===== src/rtl/tms1x00_pkg.sv =====
// Shared definitions for the TMS1x00 program sequencer: opcode encodings,
// address field widths, the instruction-class decoder and the 6-bit
// feedback-shift PC successor function.
package tms1x00_pkg;

    localparam int ROM_PAGE_BITS = 4;
    localparam int PC_BITS       = 6;

    localparam logic [7:0] OP_RETN     = 8'h0F;
    localparam logic [7:0] OP_COMC     = 8'h0B;
    localparam logic [3:0] OP_LDP_PFX  = 4'b0001;
    localparam logic [1:0] OP_BR_PFX   = 2'b10;
    localparam logic [1:0] OP_CALL_PFX = 2'b11;

    typedef enum logic [2:0] {
        OPC_NONE,
        OPC_LDP,
        OPC_COMC,
        OPC_RETN,
        OPC_BR,
        OPC_CALL
    } op_class_t;

    // The PC is a shift register, not a binary counter. The two special
    // cases splice 0x3F into the XNOR sequence so all 64 codes are visited.
    function automatic logic [PC_BITS-1:0] pc_next(input logic [PC_BITS-1:0] pc);
        logic [PC_BITS-1:0] nxt;
        if (pc == 6'h1F)
            nxt = 6'h3F;
        else if (pc == 6'h3F)
            nxt = 6'h3E;
        else
            nxt = {pc[4:0], ~(pc[5] ^ pc[4])};
        return nxt;
    endfunction

    // comc_ok is low when 0x0B has no chapter meaning in this build.
    function automatic op_class_t op_decode(input logic [7:0] op, input logic comc_ok);
        op_class_t cls;
        cls = OPC_NONE;
        if (op[7:6] == OP_CALL_PFX)
            cls = OPC_CALL;
        else if (op[7:6] == OP_BR_PFX)
            cls = OPC_BR;
        else if (op[7:4] == OP_LDP_PFX)
            cls = OPC_LDP;
        else if (op == OP_RETN)
            cls = OPC_RETN;
        else if (op == OP_COMC && comc_ok)
            cls = OPC_COMC;
        return cls;
    endfunction

endpackage


===== src/rtl/tms1x00_retstack.sv =====
// Return-address LIFO for the sequencer; DEPTH entries of WIDTH bits.
// Latency: push/pop take effect on the next clk; pop_dat is the current top (combinational read).
// Backpressure: push while full and pop while empty are ignored; the caller decides overflow policy.
// Ports: clk, reset (sync, active-high), push/pop + push_dat, pop_dat, count, full, empty.
module tms1x00_retstack #(
    parameter int DEPTH = 1,
    parameter int WIDTH = 10
) (
    input  logic             clk,
    input  logic             reset,
    input  logic             push,
    input  logic             pop,
    input  logic [WIDTH-1:0] push_dat,
    output logic [WIDTH-1:0] pop_dat,
    output logic [2:0]       count,
    output logic             full,
    output logic             empty
);
    localparam int IW = (DEPTH > 1) ? $clog2(DEPTH) : 1;

    logic [WIDTH-1:0] mem_q [DEPTH];
    logic [WIDTH-1:0] mem_d [DEPTH];
    logic [2:0]       cnt_q, cnt_d;
    logic [IW-1:0]    wr_idx, rd_idx;

    assign empty   = (cnt_q == 3'd0);
    assign full    = (cnt_q == 3'(DEPTH));
    assign count   = cnt_q;
    assign wr_idx  = IW'(cnt_q);
    // Guarded so the read index never wraps out of the array when empty.
    assign rd_idx  = empty ? '0 : IW'(cnt_q - 3'd1);
    assign pop_dat = mem_q[rd_idx];

    always_comb begin
        mem_d = mem_q;
        cnt_d = cnt_q;
        if (push && !full) begin
            mem_d[wr_idx] = push_dat;
            cnt_d         = cnt_q + 3'd1;
        end else if (pop && !empty) begin
            cnt_d = cnt_q - 3'd1;
        end
    end

    // Entries above the count are never read, so the storage needs no reset.
    always_ff @(posedge clk) begin
        mem_q <= mem_d;
    end

    always_ff @(posedge clk) begin
        if (reset)
            cnt_q <= 3'd0;
        else
            cnt_q <= cnt_d;
    end

endmodule


===== src/rtl/tms1x00_seq.sv =====
// TMS1000/TMS1100 program sequencer: PC shift register, page/chapter + buffers, call/return stack.
// Latency: rom_addr shows the effect of a step one clk after the step edge; no opcode->rom_addr path.
// Backpressure: none; step=0 freezes all state, CALL with a full stack degrades to a branch + sticky stack_ovf.
// Ports: clk, reset, step, opcode[7:0], status -> rom_addr, level[2:0], in_sub, stack_ovf.
module tms1x00_seq
    import tms1x00_pkg::*;
#(
    parameter int CHAPTER_BITS = 0,
    parameter int STACK_DEPTH  = 1,
    parameter int COMC_EN      = 0
) (
    input  logic                      clk,
    input  logic                      reset,
    input  logic                      step,
    input  logic [7:0]                opcode,
    input  logic                      status,
    output logic [CHAPTER_BITS+9:0]   rom_addr,
    output logic [2:0]                level,
    output logic                      in_sub,
    output logic                      stack_ovf
);
    localparam int ADDR_W = CHAPTER_BITS + 10;
    localparam logic COMC_OK = (COMC_EN != 0) && (CHAPTER_BITS == 1);

    logic [PC_BITS-1:0]       pc_q, pc_d, pc_inc;
    logic [ROM_PAGE_BITS-1:0] page_q, page_d, pb_q, pb_d;
    logic                     chapter_q, chapter_d, cb_q, cb_d;
    logic                     ovf_q, ovf_d;

    logic                     push, pop, stk_full, stk_empty;
    logic [ADDR_W-1:0]        push_dat, pop_dat;
    logic [ROM_PAGE_BITS-1:0] pop_page;
    logic [PC_BITS-1:0]       pop_pc;
    logic                     pop_chap;
    op_class_t                op_cls;

    tms1x00_retstack #(
        .DEPTH (STACK_DEPTH),
        .WIDTH (ADDR_W)
    ) u_stack (
        .clk      (clk),
        .reset    (reset),
        .push     (push),
        .pop      (pop),
        .push_dat (push_dat),
        .pop_dat  (pop_dat),
        .count    (level),
        .full     (stk_full),
        .empty    (stk_empty)
    );

    assign pc_inc    = pc_next(pc_q);
    assign op_cls    = op_decode(opcode, COMC_OK);
    assign pop_page  = pop_dat[9:6];
    assign pop_pc    = pop_dat[5:0];
    assign in_sub    = !stk_empty;
    assign stack_ovf = ovf_q;

    // Stack entries and rom_addr carry the chapter bit only in 2K-ROM builds.
    generate
        if (CHAPTER_BITS > 0) begin : g_chap
            assign rom_addr = {chapter_q, page_q, pc_q};
            assign push_dat = {chapter_q, page_q, pc_inc};
            assign pop_chap = pop_dat[ADDR_W-1];
        end else begin : g_nochap
            assign rom_addr = {page_q, pc_q};
            assign push_dat = {page_q, pc_inc};
            assign pop_chap = 1'b0;
        end
    endgenerate

    always_comb begin
        pc_d      = pc_q;
        page_d    = page_q;
        pb_d      = pb_q;
        chapter_d = chapter_q;
        cb_d      = cb_q;
        ovf_d     = ovf_q;
        push      = 1'b0;
        pop       = 1'b0;
        if (step) begin
            pc_d = pc_inc;
            case (op_cls)
                OPC_LDP:  pb_d = opcode[3:0];
                OPC_COMC: cb_d = ~cb_q;
                OPC_RETN: begin
                    if (!stk_empty) begin
                        pop       = 1'b1;
                        pc_d      = pop_pc;
                        page_d    = pop_page;
                        pb_d      = pop_page;
                        chapter_d = pop_chap;
                    end else begin
                        page_d = pb_q;
                    end
                end
                OPC_BR: begin
                    if (status) begin
                        pc_d      = opcode[5:0];
                        chapter_d = cb_q;
                        // Inside a subroutine a branch stays on the current page.
                        if (stk_empty)
                            page_d = pb_q;
                    end
                end
                OPC_CALL: begin
                    if (status) begin
                        pc_d = opcode[5:0];
                        if (!stk_full) begin
                            push      = 1'b1;
                            page_d    = pb_q;
                            pb_d      = page_q;
                            chapter_d = cb_q;
                        end else begin
                            ovf_d = 1'b1;
                        end
                    end
                end
                default: ;
            endcase
        end
        if (CHAPTER_BITS == 0) begin
            chapter_d = 1'b0;
            cb_d      = 1'b0;
        end
    end

    always_ff @(posedge clk) begin
        if (reset) begin
            pc_q      <= '0;
            page_q    <= 4'hF;
            pb_q      <= 4'hF;
            chapter_q <= 1'b0;
            cb_q      <= 1'b0;
            ovf_q     <= 1'b0;
        end else begin
            pc_q      <= pc_d;
            page_q    <= page_d;
            pb_q      <= pb_d;
            chapter_q <= chapter_d;
            cb_q      <= cb_d;
            ovf_q     <= ovf_d;
        end
    end

endmodule


===== config.mk =====
export PLATFORM = sky130hd
export DESIGN_NAME = tms1x00_seq
export DESIGN_NICKNAME = d
export VERILOG_FILES = /design/src/rtl/tms1x00_pkg.sv /design/src/rtl/tms1x00_retstack.sv /design/src/rtl/tms1x00_seq.sv
export SDC_FILE = /design/constraint.sdc
export NUM_CORES = 1
export LEC_CHECK = 0
export ABC_AREA = 1
export ABC_CLOCK_PERIOD_IN_PS = 2500
export BUFFER_PORTS_ARGS = -buffer_cell sky130_fd_sc_hd__buf_4
export CAP_MARGIN = 10
export CORE_AREA = 2 2 69 54
export CTS_CLUSTER_DIAMETER = 120
export DETAILED_ROUTE_END_ITERATION = 6
export DIE_AREA = 0 0 71 56
export GPL_TIMING_DRIVEN = 1
export PLACE_DENSITY = 0.74
export SLEW_MARGIN = 20
export SYNTH_ARGS = -nofsm -noshare
export SYNTH_HDL_FRONTEND = slang
export SYNTH_SLANG_ARGS = --single-unit
export TNS_END_PERCENT = 30

===== constraint.sdc =====
create_clock -name clk -period 2.5 [get_ports clk]
set_clock_uncertainty 0.2 [all_clocks]
set_input_delay 0.5 -clock clk [delete_from_list [all_inputs] [get_ports clk]]
set_output_delay 0.5 -clock clk [all_outputs]
set_load 0.05 [all_outputs]

After elaboration in Yosys (flattened, before gate mapping)

Index checks and enable logic that the tools add are counted.

$add $sub $neg: 2
Multipliers: 0
Div/mod/pow operators: 0
$lt $le $gt $ge: 3
Eq/ne operators: 15
Shift-type cells: 0
Mux-type cells: 31
Bitwise gates (word level): 2
Reductions and logical operators: 13

Operator list:

| cell                                                            | number |
|---|---|
| 4-bit two-way mux                                               | 7 |
| 6-bit two-way mux                                               | 4 |
| 4-bit one-hot mux with 3 select lines                           | 2 |
| 10-bit two-way mux                                              | 2 |
| 3-bit two-way mux                                               | 4 |
| 6-bit one-hot mux with 2 select lines                           | 1 |
| 10-bit bitwise mux                                              | 1 |
| 8-bit by 4-bit == test with 1-bit output, second input constant | 1 |
| 1-bit two-way mux                                               | 8 |
| 2-bit != test, second input constant                            | 4 |
| 4-bit AND reduction                                             | 2 |
| 3-bit by 1-bit == test with 1-bit output, second input constant | 2 |
| 3-bit == test, second input constant                            | 2 |
| 6-bit by 5-bit == test with 1-bit output, second input constant | 1 |
| 6-bit == test, second input constant                            | 1 |
| 6-bit AND reduction                                             | 1 |
| 3-bit nonzero test                                              | 2 |
| 2-bit == test, second input constant                            | 2 |
| 4-bit by 1-bit == test with 1-bit output, second input constant | 1 |
| 2-bit two-way mux                                               | 2 |
| 3-bit by 1-bit adder with 3-bit output, second input constant   | 1 |
| 3-bit by 2-bit == test with 1-bit output, second input constant | 1 |
| 1-bit logical AND                                               | 3 |
| 3-bit zero test                                                 | 1 |
| other kinds (8)                                                 | 10 |

Register bits after elaboration: 28
Latch bits: 0
Memory bits (writable): 0
ROM bits: 0
Bits of input ports: 12
Output and inout bits: 15
Logic and storage cells: 72
Memories kept: 0

Depth between registers and ports, before layout

Gate-level depths: netlist of run 1.

Depth after elaboration: 11
Mapped depth: 11
Depth with buffers taken out: 11

Hierarchy

A second synthesis of run 1 with hierarchy kept.

Cells, all modules: 249
Area, all modules: 1744.2 um^2

Modules (own cells, without submodules):

| module           | times used | cells each | area each (um^2) | sequential area each (um^2) |
|---|---|---|---|---|
| tms1x00_seq      | 1          | 197        | 1149.9           | 300.3 |
| tms1x00_retstack | 1          | 52         | 594.3            | 360.3 |

Worst setup path before layout of run 1

No wires, ideal clock.

Kind: flip-flop to flip-flop
From: register u_stack.cnt_q[1], in the netlist u_stack.count[1]
To: register u_stack.mem_q[0] in the netlist's numbering, enable pin
Setup time: 0.376 ns
Arrival: 1.688 ns
Data required time: 1.924 ns
Slack: 0.236 ns
Cell stages (with the launch flop): 6
Path buffers: 0
Period minus slack after synthesis: 2.264 ns
Cells stage by stage: dfxtp_1 -> inv_1 -> ha_1 -> nand2_1 -> nand2_2 -> nor2_1

Cells in the longest elaborated chain, start to end: 6
Elaborated cells on any way between the ends: 7
Classes of those cells: eq/ne: 1; mux: 4; reduce/logical: 2

RTL lines:

| item                                       | RTL line               | RTL |
|---|---|---|
| start, declared                            | tms1x00_retstack.sv:23 | `logic [2:0] cnt_q, cnt_d;` |
| start signal, assigned                     | tms1x00_retstack.sv:54 | `cnt_q <= cnt_d;` |
| 3-bit by 1-bit == test with 1-bit output * | tms1x00_retstack.sv:27 | `assign full = (cnt_q == 3'(DEPTH));` |
| 1-bit two-way mux                          | tms1x00_seq.sv:109     | `if (!stk_full) begin` |
| 1-bit two-way mux                          | tms1x00_seq.sv:107     | `if (status) begin` |
| 1-bit two-way mux                          | tms1x00_seq.sv:83      | `case (op_cls)` |
| 1-bit two-way mux                          | tms1x00_seq.sv:81      | `if (step) begin` |
| 1-bit logical AND *                        | tms1x00_retstack.sv:37 | `if (push && !full) begin` |
| end signal, assigned                       | tms1x00_retstack.sv:47 | `mem_q <= mem_d;` |
| end, declared                              | tms1x00_retstack.sv:21 | `logic [WIDTH-1:0] mem_q [DEPTH];` |

Mark *: on every way between the ends. The rest lies on a longest branch, timed or not.
A chain may end at the register's enable or synchronous reset.

Worst setup path in the final report of run 1

From: register u_stack.cnt_q[0], in the netlist u_stack.count[0]
To: output in_sub

Cells in the longest elaborated chain, start to end: 2

RTL lines:

| item            | RTL line               | RTL |
|---|---|---|
| 3-bit zero test | tms1x00_retstack.sv:26 | `assign empty = (cnt_q == 3'd0);` |
| 1-bit zero test | tms1x00_seq.sv:56      | `assign in_sub = !stk_empty;` |
| end, declared   | tms1x00_seq.sv:19      | `output logic in_sub,` |

No other way between the ends.

==> out/results.ini, run 1 <==
[outcome]
status=completed

[drt]
wl_per_cell_um=12.9
dr.pass1.iters=5
num_vias=1624
drt-vias-per-instance=5.24
first_iter_violations=124
drc=0
antenna_left=0
wl_mm=4.01

[sta]
relSlewSlack_pct=69.6
max_freq_mhz=451
hold_violations=0
tightest_slew_ns=0.455
whs_ns=0.188
fin_setup_tns_ns=0
fin_crit_ns=2.22
setup_violations=0
post-route-period-util_pct=88.7
rsz0062_at_grt=false
drv_slew=0

[setup_path]
critPathKind=flop to output port
cp_cell_sequence=inv_1, ha_1, inv_1, nor2_2, inv_2, buf_4
cp_num_buf_inv=4
path_max_fanout=10
slowest_stage=dfxtp_1
start_kind=flop
crit_top_cell=inv_1
cp.required_ns=1.80
cp_top_family=buffers and inverters
cp-end-kind=output port
critical-path-max-stage-delay_ns=0.45
cp.arrival_ns=1.52

[final_layout]
area_growth_pct=14.3
seqCellArea_um2=661
fillCellCount=326
final_common_cell=nand2_1
multi_input_area_um2=920
fin_nets=289
mostFrequentLayoutCells=nand2_1 (79), nand3_1 (31), buf_4 (28), inv_1 (22), nor2_1 (20)
antenna_cells=0
drive_gt1_share_pct=19.3

[power_and_ir_drop]
p_int_mw=0.793
ir_drop_mv=0.405
p_sw_share_pct=30.4
p_per_area_nw_per_um2=569
p_leak_nw=0.973
switchingPower_mw=0.347
p_clk_share_pct=32.5
p_seq_share_pct=45.4
combPwrFrac_pct=22.1

[yosys]
synth-warning-count=0
synth.avg_cell_area_um2=7.06
muxShareOfSynthArea_pct=0
syn_inst=248
syn_area_um2=1750
synth.distinct_cells=27
synth_nets=266
synthAdderAreaFrac_pct=4.29
synth_compound_area_share_pct=10.6
synth_xor_area_share_pct=1.50
synthSimpleGateAreaFrac_pct=36.1
yosysSeqAreaShare_pct=37.7
ys_ff_latch=28
synth_top_family_by_area=simple AND/OR/NAND/NOR gates

[clocking]
cts_resized=0
cts_tree=yes
clkLatencyLatePin_ns=0.29
clkTransAtPathRegs_ns=0.10
ctsHoldBuffers=0
h-tree-depth=1
cts_inserted_buffers=3
cts_root_buf=clkbuf_8
postCtsSetupRepairBufs=0
cts_sinks=28
cts_buffer_depth=2

[die]
die_y_um=56
dieArea_um2=3980
fp.dieW_um=71
coreArea_um2=3270
io_pins=27
initial_core_util_pct=53.6
num_rows=18

[global_routing]
antenna_found_initial=0
track_usage_pct=21.4
grt_max_degree=17
grt-ovfl-total=0
grt_pass1_wl_mm=6.74
grt_pass1_vias=1414

[job]
drv_cap=0

[hold_path]
hold_path_class=input port to flop

[placement]
gp_congestion=0.901
io_buffers=26
dp_hpwl_mm=3.04

-- power by group through the flow --
stage / Combinational, mW / Sequential [mW] / Clock, mW
global route: 0.281 / 0.521 / 0.395
global placement: 0.250 / 0.527 / 0
floorplan: 0.144 / 0.567 / 0
finish: 0.252 / 0.517 / 0.370
detailed placement: 0.251 / 0.527 / 0
CTS: 0.252 / 0.516 / 0.375
-- synth_stat cells --
cell type,count,area (um2)
nand2_1,79,297
nand3_1,31,155
inv_1,22,82.6
nor2_1,20,75.1
dfxtp_1,18,360
o21ai_0,17,85.1
edfxtp_1,10,300
ha_1,6,75.1
nand2_2,5,31.3
nor2_2,5,31.3
clkbuf_1,4,15.0
o21ai_1,4,20.0
a21oi_1,3,15.0
a21oi_2,3,26.3
o21ai_2,3,26.3
buf_6,2,22.5
clkbuf_8,2,27.5
inv_2,2,7.51
nand2_4,2,22.5
nand4_1,2,12.5
xnor2_1,2,17.5
a31oi_1,1,6.26
buf_4,1,7.51
dlygate4sd1_1,1,8.76
nand3b_1,1,7.51
o211ai_1,1,7.51
xor2_1,1,8.76
-- layer usage --
metal | up-vias | track usage [%] | wire length, um
met5 | - | 0 | 0
met4 | 0 | 4.04 | 27
met3 | 4 | 4.71 | 273
met2 | 59 | 30.0 | 1630
met1 | 722 | 33.3 | 2080
li1 | 839 | - | -
-- flip-flops by register name, summed over array words and instances (netlist names) --
| signal | flops |
|---|---|
| stack_ovf | 1 |
| pc_q | 6 |
| page_q | 4 |
| u_stack.count | 3 |
| pb_q | 4 |
| u_stack.mem_q | 10 |
-- worst paths after layout --
| kind | slack, ns | cells after the start | endpoint | startpoint |
|---|---|---|---|---|
| worst max-delay path | 0.28 | 6 | in_sub | u_stack.count[0] |
| worst min-delay path | 0.19 | 2 | u_stack.count[2] | reset |
| worst max register to register | 0.59 | 10 | page_q[1] | u_stack.count[0] |
| worst min register to register | 0.28 | 2 | stack_ovf | stack_ovf |
-- area by class of cell --
type | count | share of cell area, %
clock inverter | 1 | 1.50
inverter | 24 | 4.50
tap | 40 | 2.50
multi-input combinational | 186 | 45.9
timing repair buffer | 28 | 10.5
clock buffer | 3 | 2.06
sequential | 28 | 33.0
-- through the flow --
step	instance area, um2	util [%]	setup slack (ns)	std cells	total power, mW
floorplan	1750	-	0.236	248	0.711
global placement	1930	59.1	0.566	306	0.777
detailed placement	1930	59.1	0.561	306	0.778
CTS	2000	61.3	0.286	310	1.14
global route	2000	61.3	0.179	310	1.20
finish	2000	61.3	0.283	310	1.14
-- logic make-up (layout without fill, tap and decap cells) --
group	Yosys count	after routing
AND/OR/NAND/NOR	145	145
flip-flops	28	28
adder cells (fa/ha/maj)	6	6
buffers and inverters	34	56
AO/OA/AOI/OAI	32	32
XOR/XNOR	3	3
No activity file was read; power rests on OpenSTA's default activity.
==> inputs of run 2 (changes only) <==
- CORE_AREA: 2 2 69 54 -> 3 3 77 61
- DIE_AREA: 0 0 71 56 -> 0 0 80 64
- PLACE_DENSITY: 0.74 -> 0.61
- RECOVER_POWER: default -> 100
==> run 2 against run 1 <==
Against the previous run: combinational power down 5%; worst hold slack better by 0.0047 ns; final cell count up 4.8%; power is 0.74% lower; die area grew 29%; largest cell class unchanged; highest routed layer unchanged.
==> out/results.ini, run 2 (synthesis results as in run 1) <==
[outcome]
status=completed

[final_layout]
top_regs=u_stack.mem_q: 10 flops, pc_q: 6 flops
final_util_pct=48.9
largest_register_ffs=10
regMostFlops=u_stack.mem_q
area_growth_pct=11.8
fillCellCount=422
seqCellArea_um2=661
antenna_cells=0
fin_nets=289
mostFrequentLayoutCells=nand2_1 (80), nand3_1 (31), inv_1 (22), nor2_1 (20), o21ai_0 (19)
multi_input_area_um2=917
drive_gt1_share_pct=13.0
final_common_cell=nand2_1

[die]
coreArea_um2=4000
io_pins=27
num_rows=20
dieArea_um2=5120
die_y_um=64
initial_core_util_pct=43.8
fp.dieW_um=80

[drt]
drt-vias-per-instance=5.03
first_iter_violations=166
dr.pass1.iters=4
drc=0
num_vias=1635
wl_per_cell_um=13.0
wl_mm=4.22
antenna_left=0

[setup_path]
cp.required_ns=1.80
path_max_fanout=10
r2r_slack_ns=0.32
cp-end-kind=output port
r2r.worst_path.cells=6
cp.arrival_ns=1.52
critPathKind=flop to output port
start_kind=flop

[hold_path]
hold_path_class=input port to flop
hold_depth=2

[sta]
max_freq_mhz=451
tightest_slew_ns=0.705
relSlewSlack_pct=53.0
fin_crit_ns=2.22
drv_slew=0
post-route-period-util_pct=88.8
setup_violations=0
rsz0062_at_grt=false
fin_setup_tns_ns=0
hold_violations=0

[power_and_ir_drop]
p_leak_nw=0.912
p_per_area_nw_per_um2=578
power_mw=1.13
ir_drop_mv=0.218

[job]
drv_cap=0

[global_routing]
antenna_found_initial=0
grt-ovfl-total=0
track_usage_pct=18.0
grt_pass1_vias=1429
grt_pass1_wl_mm=7.11
grt_max_degree=17

[clocking]
h-tree-depth=1
clkTransAtPathRegs_ns=0.11
postCtsSetupRepairBufs=0
clkLatencyLatePin_ns=0.28
cts_resized=0
ctsHoldBuffers=0
cts_sinks=28
cts_tree=yes
cts_inserted_buffers=3
cts_buffer_depth=2
cts_root_buf=clkbuf_8

[placement]
dp_hpwl_mm=3.12
gp_congestion=0.844
io_buffers=26

[run 2: changes by cell type in the layout (fill, tap and decap cells not counted), sizes merged]
| cell | previous run | this run |
|---|---|---|
| buf | 28 | 12 |
| clkbuf | 3 | 19 |
[run 2: metal layers]
metal  up-vias  routed length, um  track usage, %
li1        841                  -               -
met2        55               1730            24.6
met1       735               2150            27.4
met4         0                 51            5.27
met5         -                  0               0
met3         4                290            4.79
[run 2: layout make-up]
class / count / area share (%)
inverters: 24 / 4.60
clock buffers: 3 / 2.11
clock inverters: 1 / 1.53
repair buffers: 28 / 7.67
flip-flops and latches: 28 / 33.7
well taps: 55 / 3.51
multi-input cells: 186 / 46.8
[run 2: final timing paths]
kind | start | endpoint
hold reg to reg | stack_ovf | stack_ovf
hold / removal | reset | u_stack.count[2]
setup / recovery | u_stack.count[0] | in_sub
setup reg to reg | u_stack.count[1] | u_stack.mem_q[6]
[run 2: report_power, final]
part | internal (mW) | switching, mW | leakage, nW
clock | 0.215 | 0.159 | 0.0357
combinational | 0.0706 | 0.169 | 0.638
sequential | 0.494 | 0.0233 | 0.238
total | 0.779 | 0.352 | 0.912
[run 2: worst max-delay path: stages (launching register included)]
cell	delay [ns]
dfxtp_1	0.45
inv_1	0.11
ha_1	0.21
inv_1	0.06
nor2_2	0.04
inv_2	0.14
buf_4	0.22
[run 2: per-stage QoR]
| step | setup slack, ns | instances | area [um2] | hold slack [ns] |
|---|---|---|---|---|
| after global placement | 0.584 | 321 | 1950 | 0.262 |
| final | 0.280 | 325 | 1960 | 0.193 |
| after detailed placement | 0.568 | 321 | 1950 | 0.264 |
| after CTS | 0.242 | 325 | 2020 | 0.188 |
| after floorplan | 0.236 | 248 | 1750 | 0.264 |
| after global routing | 0.112 | 325 | 1960 | 0.178 |
==> inputs of run 3 (changes only) <==
- CORE_AREA: 3 3 77 61 -> 3 3 76 60
- DIE_AREA: 0 0 80 64 -> 0 0 79 63
- PLACE_DENSITY: 0.61 -> 0.63
- SYNTH_HIERARCHICAL: default -> 1
==> run 3 against run 2 <==
Against the previous run: count of clock-buffer cells in the layout unchanged; register-to-register slack worse by 0.05 ns; worst setup slack worse by 0.12 ns; clock power down 1%; sequential power down 1%; final area up 0.89%; via count down 0.18%; worst hold slack better by 0.064 ns; largest power group unchanged; utilization up 1.1 points; power down 1.3%; combinational power down 2%; wire length down 4.4%.
==> out/results.ini, run 3 <==
[outcome]
status=completed

[global_routing]
grt_pass1_vias=1488
grt_pass1_wl_mm=6.92
antenna_found_initial=0
grt-ovfl-total=0
track_usage_pct=17.2
grt_max_degree=17

[sta]
tightest_slew_ns=0.606
drv_slew=0
fin_crit_ns=2.34
hold_violations=0
setup_violations=0
rsz0062_at_grt=false
max_freq_mhz=427
setup_slack_ns=0.160
relSlewSlack_pct=59.8
fin_setup_tns_ns=0
post-route-period-util_pct=93.6

[drt]
dr.pass1.iters=5
num_vias=1632
wl_per_cell_um=12.3
first_iter_violations=128
antenna_left=0
drt-vias-per-instance=4.98
wl_mm=4.03
drc=0

[die]
io_pins=27
num_rows=20
coreArea_um2=3950
fp.dieW_um=79
initial_core_util_pct=44.1
dieArea_um2=4980
die_y_um=63

[clocking]
cts_inserted_buffers=3
clkLatencyLatePin_ns=0.28
ctsHoldBuffers=0
cts_root_buf=clkbuf_8
postCtsSetupRepairBufs=0
h-tree-depth=1
cts_buffer_depth=2
cts_resized=0
clkTransAtPathRegs_ns=0.10
cts_tree=yes
cts_sinks=28

[yosys]
synth.avg_cell_area_um2=7.00
yosysTopAreaCell=dfxtp_1
syn_area_um2=1740
syn_inst=249
synth_common_cells=nand2_1 (84), inv_1 (25), nand3_1 (23)
synthArstFlopShare_pct=0
synth-warning-count=6
synth-main-ff-cell=dfxtp_1
synthAdderAreaFrac_pct=4.30
synth.distinct_cells=28
synth.most_common_cell=nand2_1
synth_edf_count=10
synth_compound_area_share_pct=8.03
yosysSeqAreaShare_pct=37.9
synthSimpleGateAreaFrac_pct=39.4
muxShareOfSynthArea_pct=0
synth_area_leaders=dfxtp_1 (21%), nand2_1 (18%), edfxtp_1 (17%)
synth_top_family_by_area=simple AND/OR/NAND/NOR gates
ys_ff_latch=28
synth_top_area_share_pct=20.7
synth_nets=267
synth_xor_area_share_pct=0

[final_layout]
antenna_cells=0
area_growth_pct=13.3
regMostFlops=u_stack/mem_q
top_regs=u_stack/mem_q: 10 flops, pc_q: 6 flops
fin_nets=292
final_common_cell=nand2_1
mostFrequentLayoutCells=nand2_1 (85), inv_1 (25), nand3_1 (23), dfxtp_1 (17)
drive_gt1_share_pct=15.0
largest_register_ffs=10

[power_and_ir_drop]
p_sw_share_pct=30.4
p_seq_share_pct=45.8
combPwrFrac_pct=21.1
p_int_mw=0.777
p_per_area_nw_per_um2=565
switchingPower_mw=0.340
ir_drop_mv=0.299
p_clk_share_pct=33.0
p_leak_nw=0.931

[setup_path]
r2r.worst_path.cells=8
cp-end-kind=output port
critPathKind=flop to output port
cp.arrival_ns=1.64
reg2reg_to=u_stack/mem_q[3]
cp.required_ns=1.80
start_kind=flop
path_max_fanout=10
rr_startpoint=u_stack/count[1]
r2r_slack_ns=0.27

[placement]
post-place-ws_ns=0.401
dp_hpwl_mm=3.07
io_buffers=26
gp_congestion=0.828

[job]
drv_cap=0

[hold_path]
hp-start=reset
hold_depth=2
hold_path_class=input port to flop
hold_path_end=u_stack/count[2]

[run 3: changes by cell type after synthesis, moves of 3 or more]
cell     before  now
a21oi_1       3   11
inv_1        22   25
nand2_1      79   84
nand2_4       2    5
nand3_1      31   23
nand4_1       2    7
nor2_1       20   15
nor2_2        5    2
o21ai_0      17   12
o21ai_1       4    0
[run 3: cells by family (layout without fill, tap and decap cells)]
| group | count (synthesis) | in the layout |
|---|---|---|
| adder cells (fa/ha/maj) | 6 | 6 |
| AND/OR/NAND/NOR | 148 | 148 |
| AO/OA/AOI/OAI | 26 | 26 |
| buffers and inverters | 41 | 65 |
| flip-flops | 28 | 28 |
[run 3: layout make-up]
cell class	count	area, um2
fillers	451	1980
repair buffers	29	159
clock inverters	1	30.0
clock buffers	3	41.3
inverters	32	124
multi-input cells	180	891
well taps	55	68.8
flip-flops and latches	28	662
[run 3: stage by stage]
stage / power [mW] / util (%) / instances / instance area [um2] / hold WS, ns
floorplan: 0.701 / - / 249 / 1750 / 0.242
global placement: 0.772 / 50.0 / 324 / 1980 / 0.258
detailed placement: 0.773 / 50.0 / 324 / 1980 / 0.260
CTS: 1.14 / 51.8 / 328 / 2050 / 0.255
global route: 1.17 / 50.0 / 328 / 1980 / 0.258
finish: 1.12 / 50.0 / 328 / 1980 / 0.257
[run 3: worst max-delay path: stages, from the launching register on]
cell	delay, ns
dfxtp_2	0.39
inv_1	0.09
ha_1	0.23
nand2_4	0.09
inv_1	0.12
inv_2	0.18
clkbuf_4	0.26
[run 3: metal layers]
metal	up-vias	GRT usage, %	part of all wire (%)
li1	843	-	-
met1	749	24.0	51
met2	40	27.8	45
met3	0	3.60	4.6
met4	0	2.79	0
met5	-	0	0
[run 3: worst max path at each step]
stage	start	endpoint	slack [ns]	cells past startpoint
after floorplan	u_stack/count[0]	in_sub	0.17	6
after global placement	u_stack/count[1]	u_stack/mem_q[7]	0.45	8
after detailed placement	u_stack/count[0]	in_sub	0.40	6
after CTS	u_stack/count[0]	in_sub	0.08	6
after global routing	u_stack/count[0]	in_sub	0.04	6
final	u_stack/count[0]	in_sub	0.16	6
[run 3: power groups by stage]
stage          logic, mW  clock network (mW)  registers [mW]
3_3_place_gp       0.249                   0           0.523
3_5_place_dp       0.250                   0           0.523
2_1_floorplan      0.136                   0           0.565
4_1_cts            0.252               0.378           0.512
5_1_grt            0.264               0.395           0.516
6_report           0.236               0.369           0.512
